File: src/rtl/slot_allocator_pkg.sv
// slot_allocator_pkg: FSM encoding and width-derivation helpers for the slot allocator.
package slot_allocator_pkg;
  typedef enum logic {IDLE, RUN} state_e;
  function automatic int clog2(input int v);
    for (int r = 0; r < 31; r++) if ((1 << r) >= v) return r;
    return 31;
  endfunction
  function automatic bit widths_ok(input int slots, input int iw, input int cw);
    return slots >= 2 && iw == clog2(slots) && cw == clog2(slots + 1);
  endfunction
endpackage

File: src/rtl/Bitmask_Thermometer_to_Rightmost_0_Bit.sv
// Bitmask_Thermometer_to_Rightmost_0_Bit: sets every bit from bit 0 up to and including the lowest 0 bit.
module Bitmask_Thermometer_to_Rightmost_0_Bit #(
  parameter int WORD_WIDTH = 8
) (
  input  logic [WORD_WIDTH-1:0] word_in,
  output logic [WORD_WIDTH-1:0] word_out
);
  assign word_out = word_in ^ (word_in + WORD_WIDTH'(1));
endmodule

File: src/rtl/slot_allocator.sv
// slot_allocator: owns a pool of slots, offers the lowest free one, accepts releases.
module slot_allocator
  import slot_allocator_pkg::*;
#(
  parameter int SLOT_COUNT  = 8,
  parameter int INDEX_WIDTH = clog2(SLOT_COUNT),
  parameter int COUNT_WIDTH = clog2(SLOT_COUNT + 1)
) (
  input  logic                   clock,
  input  logic                   clear_n,
  output logic                   alloc_valid,
  input  logic                   alloc_ready,
  output logic [SLOT_COUNT-1:0]  alloc_onehot,
  output logic [INDEX_WIDTH-1:0] alloc_index,
  input  logic                   release_valid,
  output logic                   release_ready,
  input  logic [INDEX_WIDTH-1:0] release_index,
  output logic [SLOT_COUNT-1:0]  occupied_mask,
  output logic [COUNT_WIDTH-1:0] free_count,
  output logic                   full,
  output logic                   empty,
  output logic                   release_error
);
  state_e                 state_q, state_d;
  logic [SLOT_COUNT-1:0]  mask_q, mask_d, thermo, lowest_free, rel_onehot;
  logic [COUNT_WIDTH-1:0] count_q, count_d;
  logic                   err_q, err_d, running, alloc_fire, rel_fire, rel_ok;
  logic [INDEX_WIDTH-1:0] lowest_index;

  Bitmask_Thermometer_to_Rightmost_0_Bit #(.WORD_WIDTH(SLOT_COUNT)) u_thermo (
    .word_in (mask_q),
    .word_out(thermo)
  );

  assign lowest_free = thermo & ~mask_q;
  always_comb begin
    lowest_index = '0;
    for (int i = 0; i < SLOT_COUNT; i++)
      if (lowest_free[i]) lowest_index = lowest_index | INDEX_WIDTH'(i);
  end

  assign running       = state_q == RUN;
  assign full          = count_q == '0;
  assign empty         = count_q == COUNT_WIDTH'(SLOT_COUNT);
  assign alloc_valid   = running & ~full;
  assign alloc_onehot  = alloc_valid ? lowest_free : '0;
  assign alloc_index   = alloc_valid ? lowest_index : '0;
  assign release_ready = running;
  assign occupied_mask = mask_q;
  assign free_count    = count_q;
  assign release_error = err_q;

  // A release of an unowned (including the currently offered) slot is rejected and flagged.
  assign alloc_fire = alloc_valid & alloc_ready;
  assign rel_fire   = release_valid & running;
  assign rel_onehot = SLOT_COUNT'(1) << release_index;
  assign rel_ok     = rel_fire & (int'(release_index) < SLOT_COUNT) & mask_q[release_index];

  always_comb begin
    state_d = running ? RUN : (clear_n ? RUN : IDLE);
    mask_d  = (mask_q | (alloc_fire ? lowest_free : '0)) & ~(rel_ok ? rel_onehot : '0);
    count_d = count_q + COUNT_WIDTH'(rel_ok) - COUNT_WIDTH'(alloc_fire);
    err_d   = err_q | (rel_fire & ~rel_ok);
  end

  always_ff @(posedge clock) begin
    if (!clear_n) begin
      state_q <= IDLE;
      mask_q  <= '0;
      count_q <= COUNT_WIDTH'(SLOT_COUNT);
      err_q   <= 1'b0;
    end else begin
      state_q <= state_d;
      mask_q  <= mask_d;
      count_q <= count_d;
      err_q   <= err_d;
    end
  end

  a_count_consistent: assert property (@(posedge clock) disable iff (!clear_n)
    widths_ok(SLOT_COUNT, INDEX_WIDTH, COUNT_WIDTH) &&
    count_q == COUNT_WIDTH'(SLOT_COUNT - $countones(mask_q)));
endmodule

File: config.mk
export PLATFORM = sky130hd
export DESIGN_NAME = slot_allocator
export DESIGN_NICKNAME = d
export VERILOG_FILES = /design/src/rtl/slot_allocator_pkg.sv /design/src/rtl/Bitmask_Thermometer_to_Rightmost_0_Bit.sv /design/src/rtl/slot_allocator.sv
export SDC_FILE = /design/constraint.sdc
export NUM_CORES = 1
export LEC_CHECK = 0
export ABC_CLOCK_PERIOD_IN_PS = 7800
export BUFFER_PORTS_ARGS = -buffer_cell sky130_fd_sc_hd__buf_2
export CELL_PAD_IN_SITES_DETAIL_PLACEMENT = 0
export CELL_PAD_IN_SITES_GLOBAL_PLACEMENT = 1
export CORE_MARGIN = 2
export CORE_UTILIZATION = 35
export CTS_BUF_LIST = sky130_fd_sc_hd__clkbuf_4
export CTS_CLUSTER_SIZE = 8
export DETAILED_ROUTE_END_ITERATION = 7
export PLACE_DENSITY_LB_ADDON = 0.1
export SLEW_MARGIN = 20
export SYNTH_ARGS = -nofsm -noshare
export SYNTH_HDL_FRONTEND = slang
export SYNTH_SLANG_ARGS = --single-unit
File: constraint.sdc
create_clock -name clock -period 7.8 [get_ports clock]
set_input_delay 1.56 -clock clock [delete_from_list [all_inputs] [get_ports clock]]
set_output_delay 1.56 -clock clock [all_outputs]
set_load 0.01 [all_outputs]
After elaboration in Yosys (flattened, before gate mapping)
Cells that the tools add are included.

Register bits after elaboration: 14. Input bits: 7. Output and inout bits: 28. Word-level logic and storage cells: 39.

$add $sub $neg: 3. Magnitude comparators: 1. Equal/unequal tests: 1. Shift-type cells: 1. Multiplexer cells: 14. Bitwise operators: 14. Reductions and logical operators: 1.

Operator list (count): 2-to-1 mux 8 bit (3); bitwise AND 8 bit (2); inverter 8 bit (2); 2-to-1 mux 3 bit (5); adder 8 x 1 -> 8 bit, second input constant (1); bitwise OR 8 bit (1); left shift 1 x 3 -> 8 bit, first input constant (1); bitwise XOR 8 bit (1); bitwise AND 1 bit (5); adder 4 x 1 -> 4 bit (1); == test 4 bit, second input constant (1); logical NOT 4 bit (1); < comparator 3 x 4 -> 1 bit, second input constant (1); 2-to-1 mux 2 bit (2); subtractor 4 x 1 -> 4 bit (1); binary-select mux 1 bit (select 3 bit) (1); 2-to-1 mux 1 bit (3); inverter 1 bit (2); bitwise OR 1 bit (1).

Longest topological paths before layout
Gate-level depths: netlist of run 1.

Word-level depth: 11. Depth in mapped cells: 12. Depth with buffers taken out: 11.

Hierarchy
From an unflattened synthesis of run 1, not the netlist that was laid out.

Cell total of the unflattened synthesis: 116. Area total of the unflattened synthesis: 949.7 um^2.

Modules (own cells, without submodules): slot_allocator (times used 1, cells an instance 103, area each 857.1 um^2, seq. area each 280.3 um^2); Bitmask_Thermometer_to_Rightmost_0_Bit (times used 1, cells an instance 13, area each 92.6 um^2, seq. area each 0.0 um^2).

Worst setup path after synthesis of run 1
Ideal clock, no wire load.

Path kind: input to register. Start: input port release_index[1]. End: register count_q[2] (netlist: free_count[2]). Library setup time: 0.120 ns. Arrival time: 3.427 ns. Required time: 7.680 ns. Slack: 4.253 ns. Cell stages on the path: 10. Path buffers: 0. Path through: mux2_2 -> mux4_2 -> nand3_1 -> ha_1 -> inv_1 -> ha_1 -> inv_1 -> fa_1 -> xor2_1 -> nor2_1.

Longest elaborated chain between the ends: 5.

Ends and longest elaborated chain: start: declaration (RTL line slot_allocator.sv:17) `input logic [INDEX_WIDTH-1:0] release_index,`; binary-select mux 1 bit (select 3 bit) (RTL line slot_allocator.sv:57) `assign rel_ok = rel_fire & (int'(release_index) < SLOT_COUNT) & mask_q[release_index];`; 2-to-1 mux 1 bit (not written as such) (RTL line slot_allocator.sv:57); bitwise AND 1 bit (RTL line slot_allocator.sv:57); adder 4 x 1 -> 4 bit (RTL line slot_allocator.sv:62) `count_d = count_q + COUNT_WIDTH'(rel_ok) - COUNT_WIDTH'(alloc_fire);`; subtractor 4 x 1 -> 4 bit (RTL line slot_allocator.sv:62); end signal: assignment (RTL line slot_allocator.sv:70) `count_q <= COUNT_WIDTH'(SLOT_COUNT);`; end signal: assignment (RTL line slot_allocator.sv:75) `count_q <= count_d;`; end: declaration (RTL line slot_allocator.sv:26) `logic [COUNT_WIDTH-1:0] count_q, count_d;`.

No other way between the ends. The select of a mux whose other input is x is not followed. A chain may end at the register's enable or synchronous reset.

Worst setup path after layout of run 1
Start: input port release_index[1]. End: register count_q[3] (netlist: free_count[3]).

Same word-level chain as after synthesis.

==> results of run 1 <==
-- power by group through the flow --
stage	clock network [mW]	logic, mW	registers, mW
global placement	0	0.0885	0.0907
global route	0.0489	0.103	0.0912
CTS	0.0451	0.0893	0.0892
floorplan	0	0.0583	0.0920
detailed placement	0	0.0884	0.0908
finish	0.0429	0.0883	0.0893
-- worst max-delay path: cells and delay by family --
kind	cells	cell delay, ns
mux	2	0.85
xor+xnor	1	0.15
fa+ha+maj	2	0.45
simple gates	2	0.16
buf+inv	2	0.22
compound gates	2	0.38
-- metrics by stage --
step	worst slack, ns	hold slack (ns)
floorplan	4.25	0.492
detailed placement	3.90	0.452
CTS	4.19	0.475
global placement	3.94	0.449
global route	4.03	0.500
finish	4.19	0.465
-- sequential cells by signal, indices dropped and copies added (netlist names) --
name           flops
free_count         4
occupied_mask      8
release_ready      1
release_error      1
-- how the worst max path moves through the flow --
stage                          endpoint  slack, ns
after floorplan           free_count[2]       4.25
after global placement    free_count[3]       3.94
after detailed placement  free_count[3]       3.90
after CTS                 free_count[3]       4.19
after global routing      free_count[3]       4.03
final                     free_count[3]       4.19
-- layout make-up --
class / count / area share
repair buffers: 34 / 0.152
well taps: 30 / 0.0336
flip-flops and latches: 14 / 0.251
multi-input cells: 76 / 0.506
clock buffers: 3 / 0.0202
clock inverters: 1 / 0.00336
inverters: 10 / 0.0336
-- synth_stat cells --
master     n
nor3b_1    4
xnor2_1    1
and3_1     2
nand2_1    8
fa_1       1
nor2b_1    1
o21ai_0    4
and2_1     1
ha_1       6
o31ai_2    1
or2_1      1
o21bai_1   1
a41oi_1    2
dfxtp_1   14
a311oi_1   4
mux2_4     1
mux4_2     1
a21o_1     2
xor2_1     1
a41o_1     1
buf_2      4
nand3_1    5
inv_1     10
and3_2     1
mux2_2     2
nand3b_1   1
and4_1     1
a21oi_1    4
or3b_1     1
a31oi_1    2
nand2b_1   1
nor2_1     8
o221a_1    1
a32oi_1    1
o211a_1    1
nor3_1     3
mux2_1     1
-- cell families after synthesis --
family	share of synthesized area
adders and majority gates	0.105
DFF	0.311
and+or+nand+nor	0.222
AOI/OAI and AO/OA	0.200
muxes	0.0790
xor gates and xnor gates	0.0194
buffers and inverters	0.0638
-- metal layers --
metal,global-route usage,up-vias
met1,0.240,431
met2,0.258,25
met3,0.0574,2
met5,0,-
li1,-,448
met4,0.0375,0
==> impl_metrics.tcl, run 1 <==
set metrics [dict create \
    drc 0 \
    final_layout_size_suffix_gt1_frac 0.312 \
    fin_worst_skew_ns 0.0136 \
    diodes 0 \
    final_antenna_net_count 0 \
    coreArea_um2 2450 \
    routed_via_density 5.39 \
    dr.first_iter.drc_count 17 \
    grt_pass1_wl_um 3650 \
    hpwl_um 1740 \
    synth_area_leaders "dfxtp_1, ha_1, inv_1" \
    p_int_uw 139 \
    sw_frac_of_total 0.371 \
    arrival_ns 3.79 \
    final_cells 168 \
    wl_met2_um 999 \
    cts_hold_buf 0 \
    final_area_um2 1120 \
    synth_cell_types 37 \
    crit_chain "buf_2 -> mux2_2 -> mux4_2 -> nand3_1 -> ha_1 -> inv_1 -> ha_1 -> a21o_1 -> a21oi_1 -> xnor2_1 -> nand2_1" \
    finalHoldViolCount 0 \
    rrSetupSlack_ns 5.18 \
    total_power_uw 221 \
    route.met3.wl_um 141 \
    multi_input_area_um2 564 \
    relSlewSlack 0.736 \
    whs_endpoint "release_error" \
    synth_top_area_share 0.311 \
    max_slew.worst_pin.slew_ns 0.395 \
    r2r_start "free_count[2]" \
    yosysWarnings 0 \
    syn_to_final_growth_pct 23.7 \
    crit_path_end_kind "register" \
    slowest_delay_ns 0.48 \
    cts_tree "done" \
    synth.net_count 118 \
    switchingPower_uw 81.8 \
    routed_wl_um 2300 \
    power_density_nw_per_um2 198 \
    setup_tns_ns 0 \
    hp-start "release_error" \
    status "completed" \
    num_vias 906 \
    r2r_end "free_count[3]" \
    die_y_um 54.8 \
    clock_path_buffers 2 \
    cap_violations 0 \
    detail_route.wl_per_cell_um 13.7 \
    root_buffer "clkbuf_4" \
    maxSlewViolCount 0 \
    cts.sinks 14 \
    cts_max_level 1 \
    min_path_type "register to register" \
    clk_pin_slew_ns 0.09 \
    netlist_area_um2 902 \
    initial_core_util 0.367 \
    placed_cell_area_um2 1090 \
    io_buffers 34 \
    ys_seq_area_frac 0.311 \
    die_w_um 54.8 \
    startpoint_type "input pin" \
    dr.pass1.iters 4 \
    post_cts_buffers 0 \
    cts_resized 0 \
    n_fill_cell 259 \
    fin_crit_sh 0.463 \
    rows 18 \
    grt_usage 0.173 \
    grt_max_degree 13 \
    cts-buffers-inserted 3 \
    critPathRequiredTime_ns 7.97 \
    path_max_fanout 6 \
    gp_congestion 0.860 \
    insertion_delay_ns 0.29 \
    grt_pass1_vias 770 \
    leakagePower_nw 0.553 \
    final_util 0.455 \
    place_inst 164 \
    synth_largest_area_cell "dfxtp_1" \
    netlist_instances 104 \
    fin_crit_ns 3.61 \
    nets 153 \
    die_area_um2 3000 \
    synth_area_per_cell_um2 8.67 \
    setup_violations 0 \
    antenna_found_initial 0 \
    layout.cells.most_common "buf_2" \
    grt_overflow 0 \
    combinationalPowerShare 0.401 \
    io_pins 35 \
    met1_length_um 1140 \
    hold_depth 2 \
    reg2reg_depth 11 \
    rsz0062_at_grt "no" \
    ys_ff_latch 14 \
    layout_common_cells "buf_2, dfxtp_1, inv_1, nand2_1, nor2_1" \
    top_layer_used "met4" \
    vdd_drop_max_mv 0.149 \
    p_seq_frac 0.405 \
    max_freq_mhz 277 \
    timing.critical_path.from "release_index[1]" \
    register_area_um2 280 \
    path_class "input pin to register" \
    power_frac_clock 0.195 \
    cp_slowest_cell "mux4_2" \
    critPathMostFrequentCell "ha_1" \
]
(Power assumes the default switching activity.)
==> inputs of run 2 (changes only) <==
--- a/config.mk
+++ b/config.mk
@@ -5,7 +5,8 @@
 export SDC_FILE = /design/constraint.sdc
 export NUM_CORES = 1
 export LEC_CHECK = 0
-export ABC_CLOCK_PERIOD_IN_PS = 7800
+export ABC_AREA = 1
+export ABC_CLOCK_PERIOD_IN_PS = 3540
 export BUFFER_PORTS_ARGS = -buffer_cell sky130_fd_sc_hd__buf_2
 export CELL_PAD_IN_SITES_DETAIL_PLACEMENT = 0
 export CELL_PAD_IN_SITES_GLOBAL_PLACEMENT = 1
==> constraint.sdc (replaced) <==
create_clock -name clock -period 3.54 [get_ports clock]
set_input_delay 0.708 -clock clock [delete_from_list [all_inputs] [get_ports clock]]
set_output_delay 0.708 -clock clock [all_outputs]
set_load 0.01 [all_outputs]
==> run 2 against run 1 <==
  * The flow now finishes with violations (design-rule violations)
  * Utilization fell by 0.41 points
  * Setup slack got worse by 3.0 ns
  * Worst hold slack barely moved
  * Critical path depth fell by 3
  * Sequential share of layout area fell by 2.9 points
  * Combinational power rose to 2.5 times the previous value
  * Register-to-register slack got worse by 3.9 ns
  * Critical endpoint is now alloc_index[2]
  * Largest cell class unchanged
==> impl_metrics.tcl, run 2 <==
set metrics [dict create \
    status "finished with violations" \
    violations "design-rule violations" \
    drc 2 \
    synth_area_leaders "dfxtp_1, nand2_1, inv_1" \
    insertion_delay_ns 0.28 \
    grt_usage 0.160 \
    yosysMostFrequentCell "nand2_1" \
    place_inst 221 \
    synthArstFlopShare 0 \
    initial_core_util 0.373 \
    io_buffers 34 \
    layout.cells.most_common "nand2_1" \
    rrSetupSlack_ns 1.31 \
    largest_reg_flops 8 \
    clk_pin_slew_ns 0.10 \
    hpwl_um 2090 \
    cts_tree "done" \
    cp_top_family "simple AND/OR/NAND/NOR gates" \
    relSlewSlack 0.727 \
    slowest_delay_ns 0.32 \
    syn_to_final_growth_pct 20.7 \
    whs_ns 0.465 \
    timing.critical_path.from "free_count[2]" \
    maxSlewViolCount 0 \
    clock_path_buffers 2 \
    cts_resized 0 \
    crit_path_end_kind "primary output" \
    r2r_start "free_count[2]" \
    critPathRequiredTime_ns 2.83 \
    hp-start "release_error" \
    synth_largest_area_cell "dfxtp_1" \
    netlist_area_um2 1050 \
    p_seq_frac 0.381 \
    antenna_found_initial 0 \
    min_path_type "register to register" \
    synth_edf_count 0 \
    cts_max_level 1 \
    diodes 0 \
    synth_area_per_cell_um2 6.63 \
    final_util 0.450 \
    finalHoldViolCount 0 \
    arrival_ns 1.66 \
    fin_crit_sh 0.670 \
    total_power_uw 519 \
    die_area_um2 3450 \
    synth_cell_types 30 \
    ys_seq_area_frac 0.268 \
    num_vias 1082 \
    grt_overflow 0 \
    fin_worst_skew_ns 0.00571 \
    io_pins 35 \
    cts_hold_buf 0 \
    synth.net_count 172 \
    vdd_drop_max_mv 0.243 \
    netlist_instances 158 \
    rsz0062_at_grt "no" \
    placed_cell_area_um2 1240 \
    die_y_um 58.7 \
    cts.sinks 14 \
    ys_ff_latch 14 \
    crit_buf_inv 3 \
    whs_endpoint "release_error" \
    routed_via_density 4.81 \
    reg2reg_depth 12 \
    crit_chain "inv_1 -> ha_1 -> nand3_2 -> nand2_2 -> inv_1 -> o2111ai_1 -> nand2_1 -> buf_2" \
    rows 19 \
    layout_common_cells "nand2_1, buf_2, inv_1, nor2_1, dfxtp_1" \
    final_area_um2 1260 \
    max_slew.worst_pin.slew_ns 0.410 \
    p_int_uw 309 \
    grt_max_degree 13 \
    r2r_end "free_count[2]" \
    sw_frac_of_total 0.405 \
    yosysWarnings 0 \
    cap_violations 0 \
    grt_pass1_wl_um 4120 \
    switchingPower_uw 210 \
    grt_pass1_vias 922 \
    die_w_um 58.7 \
    dr.first_iter.drc_count 36 \
    setup_tns_ns 0 \
    power_frac_clock 0.190 \
    routed_wl_um 2550 \
    leakagePower_nw 0.696 \
    path_class "register to primary output" \
    detail_route.wl_per_cell_um 11.3 \
    critPathMostFrequentCell "inv_1" \
    startpoint_type "register" \
    power_density_nw_per_um2 411 \
    coreArea_um2 2810 \
    nets 209 \
    dr.pass1.iters 6 \
    cp_slowest_cell "dfxtp_1" \
    setup_slack_ns 1.17 \
    synth-main-ff-cell "dfxtp_1" \
    post_cts_buffers 0 \
    hold_depth 2 \
    combinationalPowerShare 0.429 \
    synth_top_area_share 0.268 \
    final_cells 225 \
    root_buffer "clkbuf_4" \
    dp_slack_ns 0.972 \
    gp_congestion 0.881 \
    path_max_fanout 10 \
    max_freq_mhz 422 \
    synthTopCellsByCount "nand2_1, inv_1, nor2_1" \
    cts-buffers-inserted 3 \
    fin_crit_ns 2.37 \
    setup_violations 0 \
    final_layout_size_suffix_gt1_frac 0.273 \
    final_antenna_net_count 0 \
]
==> run 2: changes by cell type after synthesis, moves of 3 or more <==
cell,change
nand4_1,+8
buf_2,-4
inv_1,+21
nand2_1,+34
o21ai_1,+3
o21ai_0,-4
nand3_2,+4
nor2_1,+8
a311oi_1,-4
nor3b_1,-3
==> run 2: power by group through the flow <==
| stage | sequential (mW) | combinational (mW) | clock [mW] |
|---|---|---|---|
| floorplan | 0.208 | 0.149 | 0 |
| global placement | 0.201 | 0.226 | 0 |
| detailed placement | 0.202 | 0.226 | 0 |
| CTS | 0.198 | 0.227 | 0.103 |
| global route | 0.202 | 0.256 | 0.108 |
| finish | 0.198 | 0.223 | 0.0985 |
==> run 2: how the worst max path moves through the flow <==
stage | end | cells past startpoint
2_1_floorplan | free_count[2] | 14
3_3_place_gp | free_count[2] | 14
3_5_place_dp | free_count[2] | 14
4_1_cts | alloc_index[2] | 8
5_1_grt | alloc_index[1] | 8
6_report | alloc_index[2] | 8
==> run 2: routing by layer <==
metal	wire length, um	track usage	vias to the layer above
li1	-	-	568
met1	1200	0.224	478
met2	1120	0.241	32
met3	193	0.0242	4
met4	31	0.0747	0
met5	0	0	-
==> run 2: layout make-up <==
type                    instances  area [um^2]
multi-input cells             107          612
repair buffers                 34          170
well taps                      31         38.8
clock buffers                   3         22.5
flip-flops and latches         14          280
clock inverters                 1         3.75
inverters                      35          136
fillers                       308         1540
==> run 2: cell families after synthesis <==
family                   Yosys count  share of synthesized area
XOR/XNOR                           1                    0.00836
buffers and inverters             37                      0.148
AND/OR/NAND/NOR                   87                      0.418
AO/OA/AOI/OAI                     12                     0.0669
flip-flops                        14                      0.268
adder cells (fa/ha/maj)            7                     0.0908
==> run 2: tightest hold or removal path, delay by kind of cell, from the launching register on <==
family | cells | cell delay [ns]
buf+inv | 1 | 0.05
compound gates | 1 | 0.05
flops | 1 | 0.32
==> inputs of run 3 (changes only) <==
--- a/config.mk
+++ b/config.mk
@@ -6,12 +6,12 @@
 export NUM_CORES = 1
 export LEC_CHECK = 0
 export ABC_AREA = 1
-export ABC_CLOCK_PERIOD_IN_PS = 3540
+export ABC_CLOCK_PERIOD_IN_PS = 2000
 export BUFFER_PORTS_ARGS = -buffer_cell sky130_fd_sc_hd__buf_2
 export CELL_PAD_IN_SITES_DETAIL_PLACEMENT = 0
 export CELL_PAD_IN_SITES_GLOBAL_PLACEMENT = 1
 export CORE_MARGIN = 2
-export CORE_UTILIZATION = 35
+export CORE_UTILIZATION = 32
 export CTS_BUF_LIST = sky130_fd_sc_hd__clkbuf_4
 export CTS_CLUSTER_SIZE = 8
 export DETAILED_ROUTE_END_ITERATION = 7
==> constraint.sdc (replaced) <==
create_clock -name clock -period 2 [get_ports clock]
set_input_delay 0.4 -clock clock [delete_from_list [all_inputs] [get_ports clock]]
set_output_delay 0.4 -clock clock [all_outputs]
set_load 0.01 [all_outputs]
==> run 3 against run 2 <==
  * The run now ends clean
  * Clock-buffer cell count did not move
  * Power rose by 120%
  * Combinational power rose to 2.8 times the previous value
  * First-iteration DRC count fell by 5.6%
  * Clock skew rose by 0.00062 ns
==> impl_metrics.tcl, run 3 (synthesized netlist as in run 2, its figures left out) <==
set metrics [dict create \
    whs_ns 0.246 \
    routed_wl_um 2860 \
    die_area_um2 3750 \
    initial_core_util 0.340 \
    drc 0 \
    setup_slack_ns 0.00477 \
    coreArea_um2 3080 \
    clock_path_buffers 2 \
    cts_max_level 1 \
    finalHoldViolCount 0 \
    cts.sinks 14 \
    final_area_um2 1580 \
    final_cells 259 \
    fin_crit_sh 0.998 \
    cts-buffers-inserted 3 \
    setup_violations 0 \
    syn_to_final_growth_pct 50.5 \
    final_antenna_net_count 0 \
    relSlewSlack 0.721 \
    max_slew.worst_pin.slew_ns 0.417 \
    largest_reg_flops 8 \
    maxSlewViolCount 0 \
    root_buffer "clkbuf_4" \
    antenna_found_initial 0 \
    p_int_uw 689 \
    fin_worst_skew_ns 0.00633 \
    placed_cell_area_um2 1410 \
    layout.cells.most_common "nand2_1" \
    leakagePower_nw 0.823 \
    detail_route.wl_per_cell_um 11.0 \
    insertion_delay_ns 0.28 \
    dr.first_iter.drc_count 34 \
    dp_slack_ns -0.166 \
    routed_via_density 4.53 \
    grt_max_degree 13 \
    min_path_type "input pin to register" \
    power_density_nw_per_um2 717 \
    hpwl_um 2330 \
    grt_pass1_vias 1062 \
    power_frac_clock 0.145 \
    grt_pass1_wl_um 4620 \
    clk_pin_slew_ns 0.09 \
    dr.pass1.iters 4 \
    cap_violations 0 \
    rows 20 \
    critPathRequiredTime_ns 1.60 \
    diodes 0 \
    die_w_um 61.2 \
    sw_frac_of_total 0.390 \
    cts_tree "done" \
    io_buffers 34 \
    status "completed" \
    p_seq_frac 0.306 \
    max_freq_mhz 501 \
    crit_path_end_kind "primary output" \
    final_util 0.512 \
    io_pins 35 \
    setup_tns_ns 0 \
    arrival_ns 1.60 \
    num_vias 1173 \
    switchingPower_uw 441 \
    path_class "register to primary output" \
    grt_overflow 0 \
    total_power_mw 1.13 \
    startpoint_type "register" \
    place_inst 252 \
    rsz0062_at_grt "yes" \
    die_y_um 61.2 \
    gp_congestion 0.910 \
    layout_common_cells "nand2_1, buf_2, inv_1, buf_4, nor2_1" \
    path_max_fanout 7 \
    vdd_drop_max_mv 0.525 \
    cts_hold_buf 0 \
    final_layout_size_suffix_gt1_frac 0.465 \
    nets 231 \
    fin_crit_ns 2.00 \
    combinationalPowerShare 0.549 \
    grt_usage 0.169 \
]
-- run 3: cell count changes in the layout (fill, tap and decap cells not counted), sizes merged --
cell and change:
buf +22, clkinv -1
-- run 3: critical path, cell delays in order (launching register included) --
cell     delay (ns)
dfxtp_2        0.34
inv_2          0.05
ha_4           0.15
nand3_4        0.06
buf_6          0.12
nand2_8        0.06
buf_12         0.14
nor4_1         0.21
buf_2          0.17
-- run 3: cell type report --
type	count	area, um^2
Clock buffer	3	22.5
Fill cell	315	1500
Inverter	35	139
Multi-Input combinational cell	107	711
Sequential cell	14	294
Tap cell	44	55.1
Timing Repair Buffer	56	355
-- run 3: per-layer routing --
layer	up-vias	track usage	wire length, um
met2	30	0.293	1400
met1	525	0.218	1300
met5	-	0	0
met3	2	0.0189	135
met4	0	0.0559	24
li1	616	-	-
-- run 3: power groups by stage --
| stage | Sequential (mW) | Combinational (mW) | Clock [mW] |
|---|---|---|---|
| after floorplan | 0.371 | 0.281 | 0 |
| after global placement | 0.348 | 0.485 | 0 |
| after detailed placement | 0.347 | 0.492 | 0 |
| after CTS | 0.344 | 0.593 | 0.176 |
| after global routing | 0.349 | 0.701 | 0.179 |
| final | 0.346 | 0.621 | 0.164 |
-- run 3: worst paths after layout --
path	from	endpoint	slack [ns]	depth (start not counted)
max reg2reg	free_count[2]	free_count[2]	0.11	12
min reg2reg	release_error	release_error	0.46	2
max	free_count[2]	alloc_onehot[6]	0.005	8
min	clear_n	release_ready	0.25	1
-- run 3: repair_timing --
action | 4_1_cts | 5_1_grt
pin swaps | 5 | 6
resized for setup | 12 | 17
setup buffers | 3 | 1
setup endpoints to repair | 5 | 7
